--- config.mk ---
export PLATFORM = sky130hd
export DESIGN_NAME = mem_access_ctrl
export DESIGN_NICKNAME = d
export VERILOG_FILES = /design/src/rtl/lc3b_mem_pkg.sv /design/src/rtl/mem_access_ctrl_wr_steer.sv /design/src/rtl/mem_access_ctrl.sv
export SDC_FILE = /design/constraint.sdc
export NUM_CORES = 1
export LEC_CHECK = 0
export ABC_AREA = 1
export CORE_MARGIN = 1.5
export CORE_UTILIZATION = 41
export DETAILED_ROUTE_END_ITERATION = 6
export HOLD_SLACK_MARGIN = 0.15
export PLACE_DENSITY = 0.79
export RECOVER_POWER = 100
export SLEW_MARGIN = 30
export SYNTH_ARGS = -nofsm -noshare
export SYNTH_HDL_FRONTEND = slang
export SYNTH_SLANG_ARGS = --single-unit
--- constraint.sdc ---
create_clock -name clk -period 1.6 [get_ports clk]
set_clock_uncertainty 0.2 [all_clocks]
set_input_delay 0.48 -clock clk [delete_from_list [all_inputs] [get_ports clk]]
set_output_delay 0.48 -clock clk [all_outputs]
set_load 0.01 [all_outputs]
--- src/rtl/lc3b_mem_pkg.sv ---
// Shared types and sizing for the LC-3b memory access controller.
package lc3b_mem_pkg;
    typedef enum logic [1:0] {
        IDLE  = 2'd0,
        WAIT  = 2'd1,
        READY = 2'd2
    } state_t;

    localparam int WORD_WIDTH = 16;
    localparam int BYTE_WIDTH = 8;
    // Wide enough for MEM_LATENCY-1 with MEM_LATENCY up to 15.
    localparam int CNT_WIDTH  = 4;
endpackage

--- src/rtl/mem_access_ctrl_wr_steer.sv ---
// Write-data steering and per-bank write enables; purely combinational, enables only while wr_en.
module mem_wr_steer #(
    parameter int WORD_WIDTH = 16
) (
    input  logic                  wr_en,
    input  logic                  data_size,
    input  logic                  addr_lsb,
    input  logic [WORD_WIDTH-1:0] mdr,
    output logic [WORD_WIDTH-1:0] mem_wdata,
    output logic                  we1,
    output logic                  we0
);
    import lc3b_mem_pkg::*;

    always_comb begin
        mem_wdata = mdr;
        we1       = wr_en;
        we0       = wr_en;
        if (!data_size) begin
            // Byte stores put the byte on both lanes; the address LSB picks the bank.
            mem_wdata = {(WORD_WIDTH/BYTE_WIDTH){mdr[BYTE_WIDTH-1:0]}};
            we1       = wr_en & addr_lsb;
            we0       = wr_en & ~addr_lsb;
        end
    end
endmodule

--- src/rtl/mem_access_ctrl.sv ---
// LC-3b memory access controller: latches a request, waits MEM_LATENCY cycles, pulses r for one cycle.
// Optional MEM_UNALIGNED_TRAP_EN: unaligned word accesses complete at once with unaligned=1 and no side effects.
module mem_access_ctrl #(
    parameter int ADDR_WIDTH  = 16,
    parameter int WORD_WIDTH  = 16,
    parameter int MEM_LATENCY = 4
) (
    input  logic                  clk,
    input  logic                  rst,
    input  logic                  mio_en,
    input  logic                  r_w,
    input  logic                  data_size,
    input  logic [ADDR_WIDTH-1:0] mar,
    input  logic [WORD_WIDTH-1:0] mdr,
    input  logic [WORD_WIDTH-1:0] mem_rdata,
    output logic [ADDR_WIDTH-1:0] mem_addr,
    output logic [WORD_WIDTH-1:0] mem_wdata,
    output logic                  we1,
    output logic                  we0,
    output logic                  r,
    output logic [WORD_WIDTH-1:0] rdata,
    output logic                  unaligned
);
    import lc3b_mem_pkg::*;

    state_t                 state;
    logic [CNT_WIDTH-1:0]   cnt;
    logic [ADDR_WIDTH-1:0]  addr_q;
    logic [WORD_WIDTH-1:0]  mdr_q;
    logic                   wr_q;
    logic                   word_q;
    logic                   unal_q;
    logic                   trap_now;

`ifdef MEM_UNALIGNED_TRAP_EN
    assign trap_now  = data_size & mar[0];
    assign unaligned = (state == READY) & unal_q;
`else
    assign trap_now  = 1'b0;
    assign unaligned = 1'b0;
`endif

    always_ff @(posedge clk) begin
        if (rst) begin
            state  <= IDLE;
            cnt    <= '0;
            addr_q <= '0;
            mdr_q  <= '0;
            wr_q   <= 1'b0;
            word_q <= 1'b0;
            unal_q <= 1'b0;
            rdata  <= '0;
        end else begin
            case (state)
                IDLE: begin
                    if (mio_en) begin
                        // Word accesses always address an even byte pair.
                        addr_q <= {mar[ADDR_WIDTH-1:1], mar[0] & ~data_size};
                        mdr_q  <= mdr;
                        wr_q   <= r_w;
                        word_q <= data_size;
                        unal_q <= trap_now;
                        cnt    <= CNT_WIDTH'(MEM_LATENCY - 1);
                        state  <= (MEM_LATENCY == 1 || trap_now) ? READY : WAIT;
                    end
                end
                WAIT: begin
                    cnt <= cnt - 1'b1;
                    if (cnt == CNT_WIDTH'(1))
                        state <= READY;
                end
                READY: begin
                    if (!wr_q && !unal_q)
                        rdata <= mem_rdata;
                    state <= IDLE;
                end
                default: state <= IDLE;
            endcase
        end
    end

    assign r        = (state == READY);
    assign mem_addr = addr_q;

    mem_wr_steer #(
        .WORD_WIDTH (WORD_WIDTH)
    ) u_wr_steer (
        .wr_en     ((state == READY) & wr_q & ~unal_q),
        .data_size (word_q),
        .addr_lsb  (addr_q[0]),
        .mdr       (mdr_q),
        .mem_wdata (mem_wdata),
        .we1       (we1),
        .we0       (we0)
    );
endmodule
==> summary.txt <==
CLOCKING
------------------------------------------------------------------------------------------------------
Cts-stage hold buffer count                                                                          0
# H-tree levels                                                                                      2
Buffer levels on the longest clock path                                                              2
TritonCTS clock tree                                                                              done
Clock transition at the register clock pins on the worst setup and hold paths after CTS        0.10 ns
Clock sinks                                                                                         56
Insertion delay to the later sink of the worst-skew pair                                       0.30 ns
Root buf cell                                                                             sky130_fd_sc_hd__clkbuf_8
Number of clock buffers inserted by TritonCTS                                                        5

WORST SETUP PATH
------------------------------------------------------------------------------------------------------
Endpoint arrival time on the critical path                                                     1.12 ns
Startpoint of the most critical setup path                                                    state[1]
Reg-to-reg startpoint                                                                         state[0]
Launching element type of the critical path                                                  flip-flop
Maximum fanout count along the critical path                                                         2
WS Path Type                                                                                reg -> out
Data required time at the worst endpoint                                                       0.92 ns
Capturing element type of the critical path                                               primary output

CELLS AND AREA
------------------------------------------------------------------------------------------------------
Net total in the final layout                                                                      464
Share of cells above drive strength 1                                                           0.2683
Most common cell after layout, fill and taps aside                                        sky130_fd_sc_hd__nor2_1
Non-filler instance count after layout                                                             480
Final non-filler cell area                                                                  3390 sq um
Commonest non-fill, non-tap cells in the layout                                           sky130_fd_sc_hd__nor2_1, sky130_fd_sc_hd__clkdlybuf4s50_1, sky130_fd_sc_hd__nand2_1, sky130_fd_sc_hd__dfxtp_1, sky130_fd_sc_hd__clkbuf_2
Area growth from synthesis to final layout                                                      51.85%
Antenna diode instance count                                                                         0

STA
------------------------------------------------------------------------------------------------------
Unrepaired setup endpoints after global routing                                                    yes
Maximum clock frequency                                                                      554.7 MHz
Total setup violations reported at the end of the flow                                              11
Total count of max-transition violations in the final report                                         0
Smallest setup slack after layout                                                           -0.2027 ns
Number of hold violations in the final report                                                        0
Minimum period implied by the final worst setup slack                                         1.803 ns
Fraction of the cycle the final worst path needs                                                 1.127

PLACE
------------------------------------------------------------------------------------------------------
DPL Wire Length                                                                                4120 um
Last weighted congestion value of the routability-driven placer                                 0.7725
Count of buffers from port buffering                                                               103
Number of placed instances with taps included                                                      469
Worst-case setup slack after placement                                                      -0.2744 ns
Cell area reported after detailed placement                                                 3369 sq um

DIE
------------------------------------------------------------------------------------------------------
Die X-Extent                                                                                  76.79 um
Total Die Area                                                                              5896 sq um
Starting utilization of the core area                                                           0.4315
Ports placed on the boundary                                                                       105
Row cnt                                                                                             26
Core Box Area                                                                               5172 sq um
Die height                                                                                    76.79 um

ROUTING
------------------------------------------------------------------------------------------------------
Total routed wirelength                                                                        5805 um
Routed wire per std cell                                                                      12.09 um
Via count                                                                                        2,262
Pre-antenna DRT Iters                                                                                4
Initial detailed-routing violation count                                                           145
Via-per-instance ratio                                                                           4.713
Post-detailed-route count of antenna-violating nets                                                  0
Final routed DRC violation total                                                                     0

SYNTHESIS
------------------------------------------------------------------------------------------------------
Number of distinct library cell variants in the gate-level netlist after synthesis                  19
Average cell area after synthesis                                                          7.343 sq um
Yosys top cell area share                                                                       0.5022
Post-synthesis sequential element count                                                             56
Mapped cell area                                                                            2232 sq um
Net count after synthesis                                                                          359
Cells taking the most area after synthesis                                                sky130_fd_sc_hd__dfxtp_1, sky130_fd_sc_hd__nor2_1, sky130_fd_sc_hd__nand2_1
Warnings from Yosys                                                                                  0
Synth Instances                                                                                    304
Yosys top cell by area                                                                    sky130_fd_sc_hd__dfxtp_1
Portion of the post-synthesis area used by sequential elements                                  0.5022

PWR
------------------------------------------------------------------------------------------------------
Largest voltage drop on the vdd net                                                          0.4238 mV
Total power divided by cell area                                                          897.4 nW/um^2
Leak Pwr                                                                                   0.001477 uW

JOB
------------------------------------------------------------------------------------------------------
Number of maximum-capacitance constraint violations                                                  0

RUN STATUS
------------------------------------------------------------------------------------------------------
Failing checks                                                                            setup timing
Outcome                                                                                   complete, but fails checks

GLOBAL ROUTING
------------------------------------------------------------------------------------------------------
Number of global-route vias before repair                                                        2,069
Grt peak-use layer                                                                                met2
First-pass GRT wire length                                                                     9611 um
Total gr overflow                                                                                    0
Number of antenna violations at the first check in global routing                                    0
Maximum number of pins on one net before global-route repair                                        38
GR met2 Demand/Resource                                                                         0.3478
Global-route total usage across every layer                                                     0.2009
M3 GR Usage                                                                                    0.04167
Met1 GRT Util                                                                                   0.2456

MIN PATH
------------------------------------------------------------------------------------------------------
HP Start                                                                                     rdata[12]
Min-Delay Path Class                                                                        reg -> reg

## synthesized netlist by cell type (all sizes together)
master / instances
nor2: 79
dfxtp: 56
nand2: 55
o21ai: 34
a21oi: 20
buf: 19
nand3: 18
inv: 9
clkbuf: 7
clkinv: 2
ha: 2
conb: 1
nand4: 1
nor3: 1
## power breakdown
| group | leakage (uW) | internal, uW | total [uW] | switching, uW |
|---|---|---|---|---|
| Sequential | 0.000465 | 1500 | 1570 | 65.9 |
| Combinational | 0.000967 | 350 | 683 | 333 |
| Clock | 0.0000445 | 353 | 793 | 440 |
| Total | 0.00148 | 2200 | 3040 | 839 |
## metal layers
layer	share of wire	wire, um
met5	0	0
met2	0.50	2911
met3	0.050	293
met1	0.43	2517
met4	0.014	82
## per-stage QoR
stage          utilization  hold WS, ns  power (uW)  TNS, ns
2_1_floorplan            -       0.2554        1931        0
3_5_place_dp        0.6514       0.2536        2308   -10.83
6_report            0.6553       0.2662        3042   -1.842
4_1_cts             0.6742       0.2700        3073   -1.858
3_3_place_gp        0.6514       0.2476        2289   -10.15
5_1_grt             0.6553       0.2805        3216   -2.574
## kinds of logic after synthesis
group	after synthesis	share of synthesized area
other cells	1	0.001680
buf+inv	37	0.08857
fa+ha+maj	2	0.01121
compound gates	54	0.1211
flops	56	0.5022
simple gates	154	0.2752
## worst paths after layout
path	depth (start not counted)	endpoint	slack (ns)
setup reg to reg	6	cnt[0]	0.13
setup / recovery	5	we0	-0.20
hold / removal	2	rdata[12]	0.27
hold reg to reg	2	rdata[12]	0.27
## layout make-up
| type | instances | area [sq um] |
|---|---|---|
| Fill cell | 467 | 1783 |
| Inverter | 11 | 46.29 |
| Clock inverter | 1 | 7.507 |
| Timing Repair Buffer | 124 | 1046 |
| Sequential cell | 56 | 1141 |
| Clock buffer | 7 | 86.33 |
| Tap cell | 70 | 87.58 |
| Multi-Input combinational cell | 211 | 974.7 |
## repair_timing
action	in CTS	in global routing
gates resized for setup	150	52
pin swaps	3	3
endpoints found under the setup margin	51	80
buffers inserted	3	0
## flip-flops by register name, indices dropped and copies added, names as in the netlist
register,count
cnt,4
state,2
mdr_q,16
rdata,16
wr_q,1
mem_addr,16
word_q,1
## critical path, stage by stage (launching register included)
cell and delay [ns]:
sky130_fd_sc_hd__dfxtp_2 0.35, sky130_fd_sc_hd__inv_2 0.04, sky130_fd_sc_hd__nor2_4 0.11, sky130_fd_sc_hd__nand2_4 0.08
sky130_fd_sc_hd__a21oi_4 0.11, sky130_fd_sc_hd__buf_2 0.14
(Power assumes the default switching activity.)
==> RTL change 1, RTL diff (same settings) <==
Make the reset (`rst`) asynchronous in one clocked block.
--- a/src/rtl/mem_access_ctrl.sv
+++ b/src/rtl/mem_access_ctrl.sv
@@ -42,3 +42,3 @@
 
-    always_ff @(posedge clk) begin
+    always_ff @(posedge clk or posedge rst) begin
         if (rst) begin
Behaviour: differs if rst is asserted again (counterexample within 4 cycles, from zero or initial values and one cycle with rst high); with rst held inactive, the same outputs for 10 cycles.
==> RTL change 1 against the unedited design <==
The flow still finishes with violations (setup timing); area after synthesis is 7.9% higher; die area is 7.6% higher; non-clock buffer count is 20 higher; setup slack worse by 57 ps; final area is 7.8% higher; routed wire length is 6.8% higher; sequential cell count stayed put; critical path type unchanged.
Power is not compared: it rests on default switching activity, and its combinational part moved more than twofold at a synthesized area within 25%.
==> RTL change 1: results (changes against the unedited design) <==
[status]
status=finished, violations left
violations=setup timing

[route]
drt-pass1-iter-count=4  ; unchanged
met1Wirelength_mm=2.681  ; +6.5%
wl_met2_mm=3.026  ; +4.0%
routed_wl_mm=6.198  ; +6.8%
wl_met3_um=420  ; +43%
top_layer=met4
dr.first_iter.drc_count=80  ; -45%
via_per_inst=4.690  ; -0.48%

[placement]
preCtsSetupSlack_ps=-377.7  ; -103.2 ps
hpwl_mm=4.148  ; +0.67%
placedCellCount=459  ; -2.1%
gp_congestion=0.7304  ; -5.4%
dpl_cell_area_um2=3592  ; +6.6%

[synthesis]
synthCells=285  ; -6.3%
yosysSeqAreaShare=0.5818  ; +0.07958
synthDistinctLibCells=17  ; -2
ys_warn_count=0  ; unchanged
syn-num-nets=340  ; -5.3%
yosys-top-cells-area=dfrtp_1, nand2_1, nand3_1
synth-main-ff-cell=dfrtp_1
async_reset_ff_frac=1.000  ; +1.000
synthTopCellsByCount=nand2_1, dfrtp_1, nand3_1

[timing]
fin_setup_tns_ps=-3058  ; -1216 ps
hold_slack_ps=276.8  ; +10.58 ps
setup_viol=26  ; +15
setup_slack_ps=-259.9  ; -57.18 ps

[global_route]
met3_usage=0.04229  ; +0.0006190
grt_max_degree=30  ; -21%
met2_usage=0.3356  ; -0.01219
grtUsageMet1=0.2513  ; +0.005743
antenna_found_initial=0  ; unchanged
grt_usage=0.1982  ; -0.002673
grt_pass1_vias=2239  ; +8.2%
grt_pass1_wl_mm=9.818  ; +2.2%

[worst_setup_path]
rrSetupSlack_ps=-60  ; -190 ps
cp_data_arrival_time_ps=1180  ; +60 ps

[power]
seq_cell_power_w=0.00248

[cells_and_area]
drive_gt1_frac=0.2120  ; -0.05624
finalNonFillerCells=487  ; +1.5%
fin_nets=469  ; +1.1%

[cts]
clkTransAtPathRegs_ps=90

[hold_path]
hold_path_class=reg -> reg

[RTL change 1: cell count changes in the layout (fill, tap and decap cells not counted), sizes merged, moves of 2 or more]
cell	change
dfrtp	+56
clkbuf	+7
o21ai	-16
clkdlybuf4s15	-8
buf	+21
nand2	+80
nor2	-71
a21oi	-17
dfxtp	-56
inv	+8
nand3	+4
clkinv	-2
[RTL change 1: path summary, 6_finish.rpt]
path | from | to | depth (start not counted)
min | rdata[14]$_DFFE_PP0P_ | rdata[14]$_DFFE_PP0P_ | 2
max in group asynchronous | rst | rdata[8]$_DFFE_PP0P_ | 3
min in group asynchronous | rst | wr_q$_DFFE_PP0P_ | 3
max | state[1]$_DFFE_PP0P_ | r | 5
max reg2reg | state[1]$_DFFE_PP0P_ | cnt[1]$_DFFE_PP0P_ | 9
min reg2reg | rdata[14]$_DFFE_PP0P_ | rdata[14]$_DFFE_PP0P_ | 2
[RTL change 1: timing repair]
| item | in CTS | in global routing |
|---|---|---|
| buffers inserted | 17 | 6 |
| gates resized for setup | 222 | 20 |
| pin swaps | 1 | 4 |
| endpoints found under the setup margin | 51 | 44 |
[RTL change 1: cells by family after synthesis]
kind of cell	Yosys count	share of synthesized area
flip-flops	56	0.5818
AND/OR/NAND/NOR	165	0.2727
AO/OA/AOI/OAI	21	0.04363
buffers and inverters	40	0.08987
other	1	0.001557
adder cells (fa/ha/maj)	2	0.01039
[RTL change 1: cell type report]
type | count | area (um2)
timing repair buffer | 144 | 1119
fill | 479 | 1922
tap | 72 | 90.09
clock inverter | 1 | 30.03
clock buffer | 7 | 96.34
multi-input combinational | 189 | 847.1
sequential | 56 | 1401
inverter | 18 | 68.82
[RTL change 1: critical path, cell delays in order (launching register included)]
cell	delay, ps
dfrtp_1	410
inv_2	90
nor2_4	40
buf_4	130
buf_6	110
buf_6	110
==> RTL change 2, RTL diff (same flow settings) <==
Without the edit above. The option `MEM_UNALIGNED_TRAP_EN` is turned on by a define.
--- a/src/rtl/mem_access_ctrl.sv
+++ b/src/rtl/mem_access_ctrl.sv
@@ -2,2 +2,4 @@
 // Optional MEM_UNALIGNED_TRAP_EN: unaligned word accesses complete at once with unaligned=1 and no side effects.
+`define MEM_UNALIGNED_TRAP_EN
+
 module mem_access_ctrl #(
Check against the original RTL: not equivalent (Yosys sat finds a counterexample within 4 cycles, from zero or initial values and one cycle with rst high).
==> RTL change 2 against the unedited design <==
Final area grew 13%; maximum frequency decreased by 1.6%; final cell count rose by 6.3%; routed wire length up 24%; total power grew 38%; highest routed layer unchanged; non-clock buffer count increased by 9; area after synthesis up 6.4%; sequential cell count grew 1; setup slack worse by 29 ps; the run still ends with setup timing left.
==> RTL change 2: results (changes against the unedited design) <==
[global_route]
grt_overflow=0  ; unchanged
grt_usage=0.2139  ; +0.01300
antenna_found_initial=0  ; unchanged
grt_max_degree=34  ; -11%
grt_pass1_wl_mm=10.40  ; +8.2%
grt_pass1_vias=2220  ; +7.3%

[worst_setup_path]
cp_data_arrival_time_ps=1150  ; +30 ps
max_stage_delay_ps=360
path_delay_family=flip-flops
cp_max_fo=3  ; +1
reg2reg_from=state[0]$_SDFFE_PP0P_
cpMaxStageDelayCell=dfxtp_4

[placement]
preCtsSetupSlack_ps=-343.6  ; -69.11 ps
hpwl_mm=4.504  ; +9.3%
port-buffer-count=104  ; +0.97%
gp_congestion=0.8574  ; +11%

[cts]
cts-buffers-inserted=9  ; +4
root_buffer=clkbuf_8
clk_latency_ps=320  ; +20 ps
h-tree-depth=3  ; +1
clkTransAtPathRegs_ps=70  ; -30 ps
cts_buffer_depth=2  ; unchanged

[route]
dr.first_iter.drc_count=127  ; -12%
via_per_inst=4.878  ; +3.5%
drt-pass1-iter-count=4  ; unchanged
wl_per_cell_um=14.07  ; +16%

[synthesis]
synth_compound_area_frac=0.1201  ; -0.001013
syn-num-nets=368  ; +2.5%
synth_fa_ha_area_frac=0.01053  ; -0.0006789
ys_warn_count=0  ; unchanged
synthDistinctLibCells=22  ; +3
synth-xor-area-share=0  ; unchanged
synthTopCellsByCount=nor2_1, dfxtp_1, nand2_1
yosysSeqAreaShare=0.4803  ; -0.02199
synth-main-ff-cell=dfxtp_1
synthMuxAreaShare=0  ; unchanged
async_reset_ff_frac=0  ; unchanged
yosys-top-cells-area=dfxtp_1, nor2_1, nand2_1

[timing]
tightest_slew_ps=313.2
setup_slack_ps=-231.6  ; -28.87 ps
setup_viol=48  ; +37

[hold_path]
min_from=rdata[9]$_SDFFE_PP0P_
hold_path_class=reg -> reg

[cells_and_area]
drive_gt1_frac=0.3288  ; +0.06047
fin_nets=488  ; +5.2%
nFillCells=464  ; -0.64%

[status]
violations=setup timing
status=finished, violations left

[power]
p_int_w=0.003035  ; +38%
p_leak_nw=1.684  ; +14%
ir_drop_uv=661.7  ; +56%

-- RTL change 2: worst paths after layout --
kind / end / slack [ps] / depth (start not counted)
worst min-delay path: rdata[9]$_SDFFE_PP0P_ / 260 / 2
worst min register to register: rdata[9]$_SDFFE_PP0P_ / 260 / 2
worst max-delay path: we0 / -230 / 5
worst max register to register: mdr_q[2]$_SDFFE_PP0P_ / -20 / 6
-- RTL change 2: layout make-up --
type	instances	area, um2	area share
clock buffers	11	162.7	0.04243
clock inverters	5	75.07	0.01958
inverters	11	75.07	0.01958
multi-input cells	219	1070	0.2790
flip-flops and latches	57	1171	0.3055
well taps	72	90.09	0.02350
repair buffers	133	1162	0.3032
repair inverters	2	27.53	0.007180
-- RTL change 2: power groups by stage --
stage                     registers (W)  clock network, W  logic, W
after floorplan                 0.00167                 0  0.000448
after global placement          0.00164                 0  0.000888
after detailed placement        0.00165                 0  0.000907
after CTS                       0.00163           0.00160  0.000889
after global routing            0.00165           0.00168   0.00106
final                           0.00163           0.00158  0.000974
-- RTL change 2: per-layer routing --
| metal | wire length (um) | track usage |
|---|---|---|
| met1 | 2975 | 0.2571 |
| met2 | 3649 | 0.3709 |
| met4 | 185 | 0.09649 |
| met3 | 365 | 0.03678 |
| met5 | 0 | 0 |
-- RTL change 2: what timing repair did --
action	in CTS	in global routing
pin swaps	1	4
buffers inserted	2	5
gates resized for setup	180	61
endpoints found under the setup margin	52	83
gates cloned	0	6
-- RTL change 2: stage by stage --
stage / cells / setup TNS [ps] / instance area (um2) / hold slack, ps
final: 510 / -5260 / 3834 / 260.6
after global routing: 510 / -7508 / 3834 / 283.5
after CTS: 501 / -2294 / 3830 / 259.9
after detailed placement: 483 / -12700 / 3536 / 250.1
after global placement: 483 / -11650 / 3536 / 246.8
after floorplan: 313 / -34.65 / 2409 / 252.6
